<file path="config.mk">
export PLATFORM = sky130hd
export DESIGN_NAME = ascon_ctrl
export DESIGN_NICKNAME = d
export VERILOG_FILES = /design/src/rtl/ascon_pkg.sv /design/src/rtl/ascon_serdes.sv /design/src/rtl/ascon_ctrl.sv
export SDC_FILE = /design/constraint.sdc
export NUM_CORES = 2
export LEC_CHECK = 0
export CORE_AREA = 2 2 348 350
export DETAILED_ROUTE_END_ITERATION = 8
export DIE_AREA = 0 0 350 352
export GPL_ROUTABILITY_DRIVEN = 1
export GPL_TIMING_DRIVEN = 0
export PLACE_DENSITY = 0.62
export SYNTH_ARGS = -nofsm -noshare
export SYNTH_HDL_FRONTEND = slang
export SYNTH_HIERARCHICAL = 1
export SYNTH_SLANG_ARGS = --single-unit
</file>
<file path="constraint.sdc">
create_clock -name clk -period 33.3 [get_ports clk]
set_input_delay 4.995 -clock clk [delete_from_list [all_inputs] [get_ports clk]]
set_output_delay 4.995 -clock clk [all_outputs]
set_load 0.1 [all_outputs]
</file>
<file path="src/rtl/ascon_pkg.sv">
// ascon_pkg: shared state encoding, mode constants and width defaults for the ascon sequencer
package ascon_pkg;
  typedef enum logic [2:0] {
    ST_IDLE,
    ST_LOAD,
    ST_START,
    ST_WAIT,
    ST_GAP,
    ST_UNLOAD,
    ST_RESP
  } state_t;
  localparam logic MODE_ENC = 1'b0;
  localparam logic MODE_DEC = 1'b1;
  localparam int K_DEF = 128;
  localparam int A_L_DEF = 112;
  localparam int TEXT_L_DEF = 128;
  localparam int NONCE_L = 128;
  localparam int TAG_L = 128;
  function automatic int max4(input int a, input int b, input int c, input int d);
    int ab;
    int cd;
    ab = a > b ? a : b;
    cd = c > d ? c : d;
    return ab > cd ? ab : cd;
  endfunction
endpackage

</file>
<file path="src/rtl/ascon_serdes.sv">
// ascon_serdes: one operand lane, MSB-first parallel-to-serial toward the core and indexed serial-to-parallel back
module ascon_serdes #(
  parameter int W = 128,
  parameter int N = 128,
  parameter int IW = 8
) (
  input  logic          clk,
  input  logic          rst,
  input  logic          ld,
  input  logic [W-1:0]  ld_val,
  input  logic          sh,
  output logic          so,
  input  logic          cap,
  input  logic [IW-1:0] idx,
  input  logic          si,
  output logic [W-1:0]  q
);
  logic [N-1:0] piso_q, piso_d;
  logic [W-1:0] sipo_q, sipo_d;
  always_comb begin
    piso_d = ld ? N'(ld_val) << (N - W) : sh ? piso_q << 1 : piso_q;
    sipo_d = ld ? '0 : cap && 32'(idx) < W ? (sipo_q & ~(W'(1) << idx)) | (W'(si) << idx) : sipo_q;
  end
  always_ff @(posedge clk or posedge rst) begin
    if (rst) begin
      piso_q <= '0;
      sipo_q <= '0;
    end else begin
      piso_q <= piso_d;
      sipo_q <= sipo_d;
    end
  end
  assign so = piso_q[N-1];
  assign q = sipo_q;
endmodule

</file>
<file path="src/rtl/ascon_ctrl.sv">
// ascon_ctrl: turns one parallel encrypt/decrypt request into the bit-serial ascon core protocol and back
module ascon_ctrl
  import ascon_pkg::*;
#(
  parameter int K = K_DEF,
  parameter int A_L = A_L_DEF,
  parameter int TEXT_L = TEXT_L_DEF,
  parameter int MAX = max4(K, A_L, TEXT_L, TAG_L),
  parameter int START_CYC = 5,
  parameter int GAP_CYC = 2,
  parameter int TIMEOUT = 4095
) (
  input  logic               clk,
  input  logic               rst,
  input  logic               req_valid,
  output logic               req_ready,
  input  logic               req_mode,
  input  logic [K-1:0]       req_key,
  input  logic [NONCE_L-1:0] req_nonce,
  input  logic [A_L-1:0]     req_ad,
  input  logic [TEXT_L-1:0]  req_text,
  input  logic [TAG_L-1:0]   req_tag,
  output logic               core_key_SI,
  output logic               core_nonce_SI,
  output logic               core_ad_SI,
  output logic               core_text_SI,
  output logic               core_tag_SI,
  output logic               core_enc_start,
  output logic               core_dec_start,
  input  logic               core_text_SO,
  input  logic               core_tag_SO,
  input  logic               core_enc_done,
  input  logic               core_dec_done,
  input  logic               core_auth,
  output logic               rsp_valid,
  input  logic               rsp_ready,
  output logic [TEXT_L-1:0]  rsp_text,
  output logic [TAG_L-1:0]   rsp_tag,
  output logic               rsp_auth,
  output logic               rsp_err,
  output logic               rsp_mode,
  output logic               busy
);
  localparam int CW = $clog2((MAX > TIMEOUT ? MAX : TIMEOUT) + 1);
  state_t state_q, state_d;
  logic [CW-1:0] cnt_q, cnt_d;
  logic mode_q, mode_d, done_seen_q, done_seen_d, auth_q, auth_d, err_q, err_d;
  logic enc_start_q, enc_start_d, dec_start_q, dec_start_d;
  logic [MAX-1:0] key_sr_q, key_sr_d, nonce_sr_q, nonce_sr_d, ad_sr_q, ad_sr_d;
  logic accept, load, unload, done_m;
  assign accept = state_q == ST_IDLE && req_valid;
  assign load = state_q == ST_LOAD;
  assign unload = state_q == ST_UNLOAD;
  assign done_m = mode_q == MODE_DEC ? core_dec_done : core_enc_done;
  always_comb begin
    state_d = state_q;
    cnt_d = cnt_q + 1'b1;
    mode_d = mode_q;
    done_seen_d = done_seen_q;
    auth_d = auth_q;
    err_d = err_q;
    case (state_q)
      ST_IDLE: if (req_valid) begin
        state_d = ST_LOAD;
        cnt_d = '0;
        mode_d = req_mode;
        done_seen_d = 1'b0;
        auth_d = 1'b0;
        err_d = 1'b0;
      end
      ST_LOAD: if (cnt_q == CW'(MAX - 1)) begin
        state_d = ST_START;
        cnt_d = '0;
      end
      ST_START: begin
        if (done_m) begin
          done_seen_d = 1'b1;
          auth_d = mode_q == MODE_DEC && core_auth;
        end
        if (cnt_q == CW'(START_CYC - 1)) begin
          state_d = ST_WAIT;
          cnt_d = '0;
        end
      end
      ST_WAIT: if (done_seen_q || done_m) begin
        state_d = ST_GAP;
        cnt_d = '0;
        auth_d = done_m ? mode_q == MODE_DEC && core_auth : auth_q;
      end else if (cnt_q == CW'(TIMEOUT - 1)) begin
        state_d = ST_RESP;
        err_d = 1'b1;
      end
      ST_GAP: if (cnt_q == CW'(GAP_CYC - 1)) begin
        state_d = ST_UNLOAD;
        cnt_d = '0;
      end
      ST_UNLOAD: if (cnt_q == CW'(MAX - 1)) state_d = ST_RESP;
      ST_RESP: if (rsp_ready) state_d = ST_IDLE;
      default: state_d = ST_IDLE;
    endcase
    enc_start_d = state_d == ST_START && mode_d == MODE_ENC;
    dec_start_d = state_d == ST_START && mode_d == MODE_DEC;
    key_sr_d = accept ? MAX'(req_key) << (MAX - K) : load ? key_sr_q << 1 : key_sr_q;
    nonce_sr_d = accept ? MAX'(req_nonce) << (MAX - NONCE_L) : load ? nonce_sr_q << 1 : nonce_sr_q;
    ad_sr_d = accept ? MAX'(req_ad) << (MAX - A_L) : load ? ad_sr_q << 1 : ad_sr_q;
  end
  always_ff @(posedge clk or posedge rst) begin
    if (rst) begin
      state_q <= ST_IDLE;
      cnt_q <= '0;
      mode_q <= 1'b0;
      done_seen_q <= 1'b0;
      auth_q <= 1'b0;
      err_q <= 1'b0;
      enc_start_q <= 1'b0;
      dec_start_q <= 1'b0;
      key_sr_q <= '0;
      nonce_sr_q <= '0;
      ad_sr_q <= '0;
    end else begin
      state_q <= state_d;
      cnt_q <= cnt_d;
      mode_q <= mode_d;
      done_seen_q <= done_seen_d;
      auth_q <= auth_d;
      err_q <= err_d;
      enc_start_q <= enc_start_d;
      dec_start_q <= dec_start_d;
      key_sr_q <= key_sr_d;
      nonce_sr_q <= nonce_sr_d;
      ad_sr_q <= ad_sr_d;
    end
  end
  ascon_serdes #(.W(TEXT_L), .N(MAX), .IW(CW)) u_text (
    .clk(clk), .rst(rst), .ld(accept), .ld_val(req_text), .sh(load), .so(core_text_SI),
    .cap(unload), .idx(cnt_q), .si(core_text_SO), .q(rsp_text)
  );
  ascon_serdes #(.W(TAG_L), .N(MAX), .IW(CW)) u_tag (
    .clk(clk), .rst(rst), .ld(accept), .ld_val(req_tag), .sh(load), .so(core_tag_SI),
    .cap(unload), .idx(cnt_q), .si(core_tag_SO), .q(rsp_tag)
  );
  assign core_key_SI = key_sr_q[MAX-1];
  assign core_nonce_SI = nonce_sr_q[MAX-1];
  assign core_ad_SI = ad_sr_q[MAX-1];
  assign core_enc_start = enc_start_q;
  assign core_dec_start = dec_start_q;
  assign req_ready = state_q == ST_IDLE;
  assign busy = state_q != ST_IDLE;
  assign rsp_valid = state_q == ST_RESP;
  assign rsp_auth = auth_q;
  assign rsp_err = err_q;
  assign rsp_mode = mode_q;
endmodule

</file>
# After elaboration in Yosys (flattened, before gate mapping)
# Index checks and enable logic that the tools add are counted.
# totals
reg_bits	917
input_bits	634
word_cells	99
# classes
addsub	1
magnitude_cmp	1
eq_ne	16
shifts	3
mux	41
bitwise	6
reduce_logical	16
# op_table
cell	n
two-way mux 128 bit	14
AND 128 bit	2
OR 128 bit	2
<< shifter 1 x 12 -> 128 bit	2
inverter 128 bit	1
<< shifter 1 x 12 -> 128 bit (first input constant)	1
two-way mux 12 bit	5
one-hot mux 12 bit (5 select lines)	1
two-way mux 3 bit	8
one-hot mux 3 bit (7 select lines)	1
adder 12 x 1 -> 12 bit (second input constant)	1
== test 12 x 1 -> 1 bit (second input constant)	1
== test 12 bit (second input constant)	1
== test 12 x 3 -> 1 bit (second input constant)	1
== test 12 x 7 -> 1 bit (second input constant)	1
< comparator 12 x 8 -> 1 bit (second input constant)	1
!= test 2 bit (second input constant)	5
== test 3 x 2 -> 1 bit (second input constant)	3
== test 3 bit (second input constant)	3
two-way mux 1 bit	9
nonzero test 2 bit	4
AND reduction 3 bit	2
nonzero test 3 bit	2
logical AND 1 bit	5
other kinds (7)	8

# Longest topological paths before layout
# logic_depth
ltp_word	6
depth_mapped	12
ltp_nobuf	7

# By module
# Netlist, hierarchy kept.
# by_module_without_submodules
module	n_inst	cells_per_inst	area_each_um2	seq_area_each_um2
ascon_serdes	2	1156	12316.8	6406.1
ascon_ctrl	1	2127	17473.0	9734.3

# Worst setup path before layout
# No wires, ideal clock.
# synth_timing
path_type	input to register
start	in req_valid
end	reg u_tag.piso_q[107]
setup_time_ps	136
arrival_ps	7124
required_time_ps	33164
path_slack_ps	26040
path_stages	10
path_buffers	6
path_cell_list	nor2b_1 nand2_1 buf_2 inv_1 clkbuf_1 clkbuf_1 clkbuf_1 clkbuf_1 clkbuf_1 o21ai_0
# synth_via
elab_chain_len	2
elab_cells_between_ends	3
# synth_lines
item	line_no	rtl
start, declared	ascon_ctrl.sv:15	input logic req_valid,
logical AND 1 bit *	ascon_ctrl.sv:51	assign accept = state_q == ST_IDLE && req_valid;
via accept	ascon_ctrl.sv:50	logic accept, load, unload, done_m;
two-way mux 128 bit / nonzero test 2 bit (equally long branches)	-	
end signal, assigned	ascon_serdes.sv:29	piso_q <= piso_d;
end, declared	ascon_serdes.sv:18	logic [N-1:0] piso_q, piso_d;
# The timed path passes the listed nets; every way through them passes the cells marked *.
# A chain may end at the register's enable or synchronous reset.

# Worst setup path in the final report
# layout_timing
start	in req_valid
end	reg u_text.piso_q[107]
# layout_via
elab_chain_len	2
elab_cells_between_ends	3
# layout_lines
item	line_no
logical AND 1 bit *	ascon_ctrl.sv:51
via accept	ascon_ctrl.sv:50
two-way mux 128 bit / nonzero test 2 bit (equally long branches)	-
end signal, assigned	ascon_serdes.sv:29
end, declared	ascon_serdes.sv:18
# Marked as above.

==> impl_metrics.py <==
metrics = {
    "status": {
        "status": "completed",
    },
    "logic_synthesis": {
        "synth_edf_count": 0,
        "synth_nets": 5077,
        "synth-async-reset-ratio_pct": 100.0,
        "netlist.area_leader.share_pct": 53.55,
        "syn_area_per_cell_sq_um": 9.486,
        "yosys.area_share.simple_pct": 21.28,
        "yosys.area.top_type": "dfrtp_1",
        "synth_compound_gate_area_share_pct": 8.837,
        "ys_seq_area_share_pct": 53.55,
        "ys_warn_count": 6,
        "ys_top_cells_by_count": "nand2_1, dfrtp_1, mux2i_1",
        "synth_mux_area_share_pct": 12.15,
        "synthAdderAreaFrac_pct": 0.1189,
        "ys_dominant_reg_cell": "dfrtp_1",
        "syn_inst": 4439,
        "synthTopCellsByArea": "dfrtp_1, mux2i_1, nand2_1, a31oi_1, nand2b_1",
        "synth.most_common_cell": "nand2_1",
        "yosysUniqueCellTypes": 55,
        "synth_seq_cells": 901,
        "synth_top_family_by_area": "simple AND/OR/NAND/NOR gates",
        "synth_xor_area_share_pct": 0.2080,
        "synth_area_sq_mm": 0.04211,
    },
    "flow_run": {
        "maxCapViolCount": 0,
    },
    "layout": {
        "drive_above_1_share_pct": 5.135,
        "utilization_pct": 47.70,
        "nets": 6091,
        "syn_to_final_growth_pct": 35.18,
    },
    "route": {
        "vias_per_cell": 5.068,
        "wl_per_cell_microns": 21.14,
        "wirelength_mm": 151.4,
        "num_vias": 36305,
        "drtIter0Drc": 2430,
        "drc": 0,
        "ant_nets": 0,
        "drt-pass1-iter-count": 6,
    },
    "floorplanning": {
        "core_sq_mm": 0.1193,
        "dieArea_sq_mm": 0.1232,
        "io-pin-count": 903,
        "die_x_microns": 350,
        "dieHeight_microns": 352,
        "core.rowCount": 127,
        "start_util_pct": 35.28,
    },
    "cts": {
        "path_clk_slew_ps": 60,
        "root_buffer": "clkbuf_16",
        "ctsResizeCount": 0,
        "clock_sinks": 901,
        "hold_buffers": 0,
        "cts_setup_buffers": 0,
        "clk_latency_ps": 700,
        "clockBufferDepth": 3,
        "cts_buffers": 102,
        "h-tree-depth": 3,
        "cts_tree": "yes",
    },
    "power": {
        "leakagePower_nw": 26.46,
        "power_density_mw_per_mm2": 67.16,
        "ir_worst_vdd_uv": 48.05,
    },
    "worst_setup_path": {
        "r2r_start": "state_q[1]",
        "reg2reg_slack_ps": 28760,
        "startpoint": "req_valid",
        "critical_path_class": "in -> reg",
        "start_kind": "primary input",
        "endpoint_kind": "flip-flop",
        "crit_arrival_ps": 9340,
        "crit_required_ps": 33810,
        "ff2ff_path_depth": 12,
        "cpMostUsedCell": "clkbuf_1",
        "worstSetupEndpoint": "u_text/piso_q[107]",
        "worst_path_largest_cell_delay_ps": 680,
        "r2r-end": "u_text/piso_q[107]",
        "cp_max_fo": 15,
        "cpMaxStageDelayCell": "clkbuf_1",
        "cp_cell_sequence": "clkdlybuf4s50_1, nor2b_1, nand2_1, buf_2, inv_1, clkbuf_2, buf_12, clkbuf_1, clkbuf_1, clkbuf_1, clkbuf_1, o21ai_0",
    },
    "sta": {
        "rsz0062_at_grt": "false",
        "slew_violations": 0,
        "fin_crit_ps": 8834,
        "setup_viol": 0,
        "slew_headroom_pct": 13.16,
        "period_share_pct": 26.53,
        "layout_setup_ws_ps": 24470,
        "worst_slew_pin_slew_ps": 1298,
        "finalSetupTns_ps": 0,
        "skew_ps": 57.15,
        "max_freq_ghz": 0.1132,
        "finalHoldViolCount": 0,
    },
    "placed_design": {
        "portBuffers": 902,
        "place.gp.congestion": 0.9481,
        "post-dp-hpwl_mm": 113.7,
        "pre_cts_ws_ps": 23730,
    },
    "global_routing": {
        "grt_pass1_vias": 36574,
        "grt_max_degree": 117,
        "grt.total_usage_pct": 23.96,
        "grt_overflow": 0,
        "grt_pass1_wl_mm": 225.9,
        "antenna_found_initial": 41,
    },
    "hold_path": {
        "hold_path_class": "reg -> reg",
    },
}
[kinds of logic (layout without fill, tap and decap cells)]
family,Yosys count,after routing
and+or+nand+nor,1997,1997
adders and majority gates,4,4
AOI/OAI and AO/OA,642,642
DFF,901,901
other,0,20
buffers and inverters,374,1466
xor gates and xnor gates,10,10
muxes,511,511
[cell usage in the layout (no fill, tap or decap), types with 127 or more instances in the layout]
master,netlist,layout
nand2_1,1131,1131
clkdlybuf4s50_1,0,902
dfrtp_1,901,901
mux2i_1,510,510
nor2_1,383,383
a31oi_1,360,360
clkbuf_1,276,289
nand2b_1,262,262
o21ai_0,261,261
nand3_1,127,127
[metrics by stage]
step                      power [W]  cell area, sq um  cells  hold WS [ps]
after detailed placement   0.002676             53400   6961         466.0
after CTS                  0.003855             56870   7143         493.9
after global placement     0.002645             53150   6953         463.6
final                      0.003823             56920   7163         490.0
after floorplan            0.002319             42110   4439         446.8
after global routing       0.004037             56900   7156         528.6
[report_power, final]
group / switching, W / internal [W]
Sequential: 0.000220 / 0.00147
Combinational: 0.000583 / 0.000386
Clock: 0.000484 / 0.000678
[metal layers]
| metal | wire length (microns) | global-route usage, % | share of wire [%] | vias to the layer above |
|---|---|---|---|---|
| li1 | - | - | - | 16993 |
| met1 | 60500 | 28.86 | 40 | 17855 |
| met2 | 72280 | 39.48 | 48 | 1116 |
| met3 | 11600 | 7.040 | 7.7 | 305 |
| met4 | 6780 | 10.69 | 4.5 | 36 |
| met5 | 249 | 0 | 0.16 | - |
[layout make-up]
| class | count | area, sq um |
|---|---|---|
| clock buffers | 146 | 3019 |
| well taps | 1612 | 2017 |
| repair buffers | 910 | 9241 |
| diodes | 20 | 50.05 |
| clock inverters | 36 | 454.2 |
| inverters | 12 | 67.56 |
| plain buffers | 362 | 1582 |
| flip-flops and latches | 901 | 22550 |
| multi-input cells | 3164 | 17940 |
| fillers | 11291 | 62420 |
[how the worst min path moves through the flow]
stage / from / end / cells past startpoint
3_5_place_dp: key_sr_q[127] / key_sr_q[127] / 2
6_report: key_sr_q[127] / key_sr_q[127] / 2
5_1_grt: ad_sr_q[16] / ad_sr_q[16] / 1
4_1_cts: key_sr_q[127] / key_sr_q[127] / 2
2_1_floorplan: ad_sr_q[126] / ad_sr_q[126] / 2
3_3_place_gp: key_sr_q[127] / key_sr_q[127] / 2
[registers in the layout (all words and copies together), names as in the netlist]
signal and cells:
core_dec_start 1, nonce_sr_q 128, cnt_q 12, core_enc_start 1
u_tag/piso_q 128, rsp_mode 1, state_q 3, u_text/q 128
ad_sr_q 112, rsp_auth 1, rsp_err 1, u_text/piso_q 128
u_tag/q 128, done_seen_q 1, key_sr_q 128
[critical path, delay by kind of cell]
kind,cells,cell delay [ps]
AO/OA/AOI/OAI,1,160
buffers and inverters,9,3780
AND/OR/NAND/NOR,2,360
Power figures use the tool's default switching activity.
